$ cat src/rtl/pipe_ctrl_pkg.sv
// ---------------------------------------------------------------------------
// pipe_ctrl_pkg : shared types and constants for the pipeline controller
// Rev 1.0
// ---------------------------------------------------------------------------
`default_nettype none

package pipe_ctrl_pkg;

   typedef enum logic [1:0] {
      IDLE     = 2'd0,
      IF_BUSY  = 2'd1,
      MEM_BUSY = 2'd2
   } arb_state_e;

   localparam int unsigned PERF_CNT_W = 32;

endpackage

`default_nettype wire

$ cat src/rtl/mem_port_arb.sv
// ---------------------------------------------------------------------------
// mem_port_arb : IF/MEM arbiter for the shared memory port, with fetch-drop flag
// Rev 1.0
// ---------------------------------------------------------------------------
`default_nettype none

module mem_port_arb
   import pipe_ctrl_pkg::*;
(
   input  logic       clk,
   input  logic       rst_n,
   input  logic       if_req,
   input  logic       mem_req,
   input  logic       port_done,
   input  logic       br_flush_i,
   output logic       gnt_if_o,
   output logic       gnt_mem_o,
   output logic       if_drop_o,
   output arb_state_e state_o
);

   arb_state_e state_q, state_d;
   logic       drop_q, drop_d;

   always_ff @(posedge clk or negedge rst_n) begin
      if (!rst_n) begin
         state_q <= IDLE;
         drop_q  <= 1'b0;
      end else begin
         state_q <= state_d;
         drop_q  <= drop_d;
      end
   end

   always_comb begin
      state_d = state_q;
      unique case (state_q)
         IDLE: begin
            if (mem_req)     state_d = MEM_BUSY;
            else if (if_req) state_d = IF_BUSY;
         end
         IF_BUSY, MEM_BUSY: begin
            if (port_done) begin
               if (mem_req)
                  state_d = MEM_BUSY;
               else if (if_req && !((state_q == MEM_BUSY) && drop_q))
                  state_d = IF_BUSY;
               else
                  state_d = IDLE;
            end
         end
         default: state_d = IDLE;
      endcase
   end

   // A redirect while a fetch is still in flight marks its data as stale.
   always_comb begin
      drop_d = drop_q;
      if (state_q == IF_BUSY) begin
         if (port_done)       drop_d = 1'b0;
         else if (br_flush_i) drop_d = 1'b1;
      end
   end

   assign gnt_if_o  = (state_q == IF_BUSY);
   assign gnt_mem_o = (state_q == MEM_BUSY);
   assign if_drop_o = (drop_q | br_flush_i) & port_done & (state_q == IF_BUSY);
   assign state_o   = state_q;

endmodule

`default_nettype wire

$ cat src/rtl/pipe_ctrl.sv
// ---------------------------------------------------------------------------
// pipe_ctrl : per-stage stall/flush sequencing for the five-stage core.
// PIPE_CTRL_PERF_EN enables the stall/flush performance counters.  Rev 1.0
// ---------------------------------------------------------------------------
`default_nettype none

module pipe_ctrl
   import pipe_ctrl_pkg::*;
(
   input  logic                  clk,
   input  logic                  rst_n,
   input  logic                  if_req,
   input  logic                  mem_req,
   input  logic                  port_done,
   input  logic                  ld_use,
   input  logic                  br_taken,
   output logic                  gnt_if,
   output logic                  gnt_mem,
   output logic                  if_drop,
   output logic                  stl_if,
   output logic                  stl_id,
   output logic                  stl_ex,
   output logic                  stl_mm,
   output logic                  fl_id,
   output logic                  fl_ex,
   output logic                  fl_wb,
   output logic [PERF_CNT_W-1:0] perf_stall,
   output logic [PERF_CNT_W-1:0] perf_flush
);

   arb_state_e state;
   logic       mem_stall;
   logic       fetch_wait;
   logic       br_flush;

   assign mem_stall  = ((state == MEM_BUSY) && !port_done) ||
                       (mem_req && (state != MEM_BUSY));
   assign fetch_wait = ((state == IF_BUSY) && !port_done) ||
                       ((state == IDLE) && if_req);
   // A branch behind a MEM stall stays asserted and is applied once the stall releases.
   assign br_flush   = br_taken && !mem_stall;

   mem_port_arb u_arb (
      .clk        (clk),
      .rst_n      (rst_n),
      .if_req     (if_req),
      .mem_req    (mem_req),
      .port_done  (port_done),
      .br_flush_i (br_flush),
      .gnt_if_o   (gnt_if),
      .gnt_mem_o  (gnt_mem),
      .if_drop_o  (if_drop),
      .state_o    (state)
   );

   always_comb begin
      stl_if = 1'b0;
      stl_id = 1'b0;
      stl_ex = 1'b0;
      stl_mm = 1'b0;
      fl_id  = 1'b0;
      fl_ex  = 1'b0;
      fl_wb  = 1'b0;
      if (mem_stall) begin
         stl_if = 1'b1;
         stl_id = 1'b1;
         stl_ex = 1'b1;
         stl_mm = 1'b1;
         fl_wb  = 1'b1;
      end else if (br_taken) begin
         fl_id = 1'b1;
         fl_ex = 1'b1;
      end else if (ld_use) begin
         stl_if = 1'b1;
         stl_id = 1'b1;
         fl_ex  = 1'b1;
      end else if (fetch_wait) begin
         stl_if = 1'b1;
         fl_id  = 1'b1;
      end
   end

`ifdef PIPE_CTRL_PERF_EN
   logic [PERF_CNT_W-1:0] stall_cnt_q, stall_cnt_d;
   logic [PERF_CNT_W-1:0] flush_cnt_q, flush_cnt_d;

   assign stall_cnt_d = stl_if   ? stall_cnt_q + PERF_CNT_W'(1) : stall_cnt_q;
   assign flush_cnt_d = br_flush ? flush_cnt_q + PERF_CNT_W'(1) : flush_cnt_q;

   always_ff @(posedge clk or negedge rst_n) begin
      if (!rst_n) begin
         stall_cnt_q <= '0;
         flush_cnt_q <= '0;
      end else begin
         stall_cnt_q <= stall_cnt_d;
         flush_cnt_q <= flush_cnt_d;
      end
   end

   assign perf_stall = stall_cnt_q;
   assign perf_flush = flush_cnt_q;
`else
   assign perf_stall = '0;
   assign perf_flush = '0;
`endif

endmodule

`default_nettype wire

$ cat config.mk
export PLATFORM = sky130hd
export DESIGN_NAME = pipe_ctrl
export DESIGN_NICKNAME = d
export VERILOG_FILES = /design/src/rtl/pipe_ctrl_pkg.sv /design/src/rtl/mem_port_arb.sv /design/src/rtl/pipe_ctrl.sv
export SDC_FILE = /design/constraint.sdc
export NUM_CORES = 1
export LEC_CHECK = 0
export ABC_CLOCK_PERIOD_IN_PS = 2300
export CAP_MARGIN = 20
export CORE_MARGIN = 2
export CORE_UTILIZATION = 30
export DETAILED_ROUTE_END_ITERATION = 8
export MAX_ROUTING_LAYER = met4
export PLACE_DENSITY = 0.82
export SYNTH_ARGS = -nofsm -noshare
export SYNTH_HDL_FRONTEND = slang
export SYNTH_HIERARCHICAL = 1
export SYNTH_SLANG_ARGS = --single-unit
$ cat constraint.sdc
create_clock -name clk -period 2.3 [get_ports clk]
set_input_delay 0.345 -clock clk [delete_from_list [all_inputs] [get_ports clk]]
set_output_delay 0.345 -clock clk [all_outputs]
set_load 0.005 [all_outputs]
==> results.py <==
metrics = {
    "status": {
        "status": "completed",
    },
    "logic_synthesis": {
        "ys_seq_elements": 3,
        "netlist_area_um2": 815,
        "syn_inst": 104,
        "async_reset_ff_share_pct": 100,
        "syn_avg_cell_area_um2": 7.83,
        "yosysUniqueCellTypes": 21,
        "ys_warn_count": 6,
        "synth_ff_type": "dfrtp_1",
        "seq_area_frac_synth_pct": 9.22,
        "synth_enable_flop_cells": 0,
    },
    "clock_network": {
        "clk_latency_ns": 0.23,
        "root_buffer": "clkbuf_4",
        "cts_buffers": 3,
        "cts_tree": "done",
        "cts_setup_buffers": 0,
        "cts_sinks": 3,
        "clockBufferDepth": 2,
        "path_clk_slew_ns": 0.04,
        "cts.htree.levels": 1,
    },
    "worst_setup_path": {
        "crit_type": "input pin to output pin",
        "cp_common_cell": "clkdlybuf4s50_1",
        "max_stage_delay_ns": 0.54,
        "reg2reg_depth": 5,
        "cp_data_arrival_time_ns": 1.84,
        "r2r-end": "u_arb/state_o[0]$_DFFE_PN0P_",
        "r2r_slack_ns": 0.50,
        "reg2reg_from": "u_arb/state_o[0]$_DFFE_PN0P_",
        "worstPathMaxFanout": 3,
        "crit_path_start_kind": "input pin",
        "worst_path_max_delay_cell": "clkdlybuf4s50_1",
        "worst_setup_path_end_kind": "output pin",
        "path_cells": "clkdlybuf4s50_1 > nor2b_1 > nor2_1 > o311ai_1 > clkdlybuf4s50_1",
        "critPathRequiredTime_ns": 1.96,
    },
    "place": {
        "io_buffers": 16,
        "post-dp-hpwl_um": 977,
        "place_congestion": 0.771,
        "place_inst": 149,
    },
    "drt": {
        "vias": 501,
        "ant_nets": 0,
        "routed_wl_mm": 1.13,
        "wl_per_cell_um": 7.37,
        "first_iter_violations": 13,
        "route.detailed.drc": 0,
        "first_pass_iters": 4,
        "viasPerCell": 3.27,
    },
    "layout": {
        "diodes": 0,
        "final_cells": 153,
        "final_nets": 135,
        "synthToLayoutAreaGrowth_pct": -2.15,
        "drive_gt1_share_pct": 5.69,
    },
    "global_routing": {
        "grt_pass1_wl_mm": 1.68,
        "grtUsageTotal_pct": 6.76,
        "antenna_found_initial": 0,
        "grt_max_degree": 8,
        "grt_pass1_vias": 373,
        "grt_overflow": 0,
    },
    "floorplanning": {
        "core_area_um2": 2520,
        "rows": 18,
        "fp.dieArea_um2": 3150,
        "die_w_um": 56.1,
        "start_util_pct": 32.3,
        "pin_count": 81,
        "die_h_um": 56.1,
    },
    "min_path": {
        "hold_class": "input pin to async pin",
    },
    "timing": {
        "clock_skew_ns": 0.00251,
        "setup_viol": 0,
        "drv_slew": 0,
        "hold_viol_final": 0,
        "rsz0062_at_grt": "no",
        "fmax_ghz": 0.459,
        "fin_crit_sh_pct": 94.8,
        "fin_tns_setup_ns": 0,
        "fin_crit_ns": 2.18,
    },
    "power": {
        "p_leak_uw": 0.000460,
        "ir_drop_v": 0.000311,
        "powerDensity_nw_per_um2": 715,
    },
    "flow_run": {
        "drv_cap": 0,
    },
}
## cells in the mapped netlist (2+ instances only)
cell type / number / share of area, %
o21a_1: 3 / 2.8
dfrtp_1: 3 / 9.2
nand2_1: 2 / 0.92
nor2_1: 3 / 1.4
nor2b_1: 2 / 1.5
nand2b_1: 2 / 1.5
buf_4: 66 / 61
inv_1: 4 / 1.8
a21oi_1: 4 / 2.5
ha_1: 4 / 6.1
## cell families (layout without fill, tap and decap cells)
family	count (synthesis)	in the layout	share of synthesized area [%]
multiplexers	1	1	1.23
AND/OR/NAND/NOR	13	13	9.83
other	1	64	0.460
AO/OA/AOI/OAI	12	12	10.4
flip-flops	3	3	9.22
adder cells (fa/ha/maj)	4	4	6.14
buffers and inverters	70	26	62.7
## registers in the layout, indices dropped and copies added (netlist names)
register	count
u_arb/drop_q	1
u_arb/state_o	2
## worst max path at each step
stage	cells after the start	slack [ns]	end	start
global route	5	0.006	if_drop	u_arb/state_o[0]$_DFFE_PN0P_
global placement	6	0.05	if_drop	port_done
floorplan	5	0.65	u_arb/state_o[0]$_DFFE_PN0P_	u_arb/state_o[0]$_DFFE_PN0P_
finish	5	0.12	stl_if	if_req
CTS	6	0.04	if_drop	port_done
detailed placement	6	0.05	if_drop	port_done
## area by class of cell
type	instances	area [µm²]
Clock buffer	4	26.3
Inverter	4	15.0
Timing Repair Buffer	18	178
Multi-Input combinational cell	94	465
Sequential cell	3	75.1
Tap cell	30	37.5
Fill cell	282	1730
## worst max-delay path, delay by kind of cell
family / cells / cell delay (ns)
AO/OA/AOI/OAI: 1 / 0.22
buffers and inverters: 2 / 1.04
AND/OR/NAND/NOR: 2 / 0.23
## per-stage QoR
| stage | hold WS, ns | cell area (µm²) | power (µW) | setup WS [ns] | util [%] |
|---|---|---|---|---|---|
| floorplan | 0.0494 | 1050 | 399 | 0.646 | - |
| global placement | 0.538 | 768 | 467 | 0.0547 | 30.5 |
| detailed placement | 0.542 | 768 | 476 | 0.0534 | 30.5 |
| CTS | 0.290 | 795 | 578 | 0.0424 | 31.5 |
| global route | 0.287 | 797 | 636 | 0.00641 | 31.6 |
| finish | 0.294 | 797 | 570 | 0.120 | 31.6 |
## report_power, final
part / total (µW) / switching (µW) / internal [µW]
clock: 93.5 / 28.4 / 65.1
combinational: 368 / 162 / 206
sequential: 109 / 33.9 / 74.7
total: 570 / 224 / 346
## cells in the final DEF (no fill, tap or decap)
cell type / Yosys / final
a21oi_1: 4 / 4
a21oi_2: 1 / 1
and2_1: 1 / 1
and2b_1: 1 / 1
buf_4: 66 / 2
clkbuf_1: 0 / 1
clkbuf_4: 0 / 3
clkdlybuf4s50_1: 0 / 15
conb_1: 1 / 64
dfrtp_1: 3 / 3
dlymetal6s2s_1: 0 / 1
ha_1: 4 / 4
inv_1: 4 / 4
mux2i_1: 1 / 1
nand2_1: 2 / 2
nand2b_1: 2 / 2
nor2_1: 3 / 3
nor2b_1: 2 / 2
nor3b_2: 1 / 1
o211a_1: 1 / 1
o21a_1: 3 / 3
o22ai_1: 1 / 1
o311ai_1: 1 / 1
o32ai_1: 1 / 1
or4b_1: 1 / 1
## layer usage
metal	track usage, %	routed length [µm]
met5	-	0
met4	2.04	0
met3	2.33	166
met2	10.1	544
met1	8.59	417
## timing repair
action,CTS,global route
setup endpoints to repair,0,1
resized for setup,0,1
hold buffers,0,0
Power figures use the tool's default switching activity.
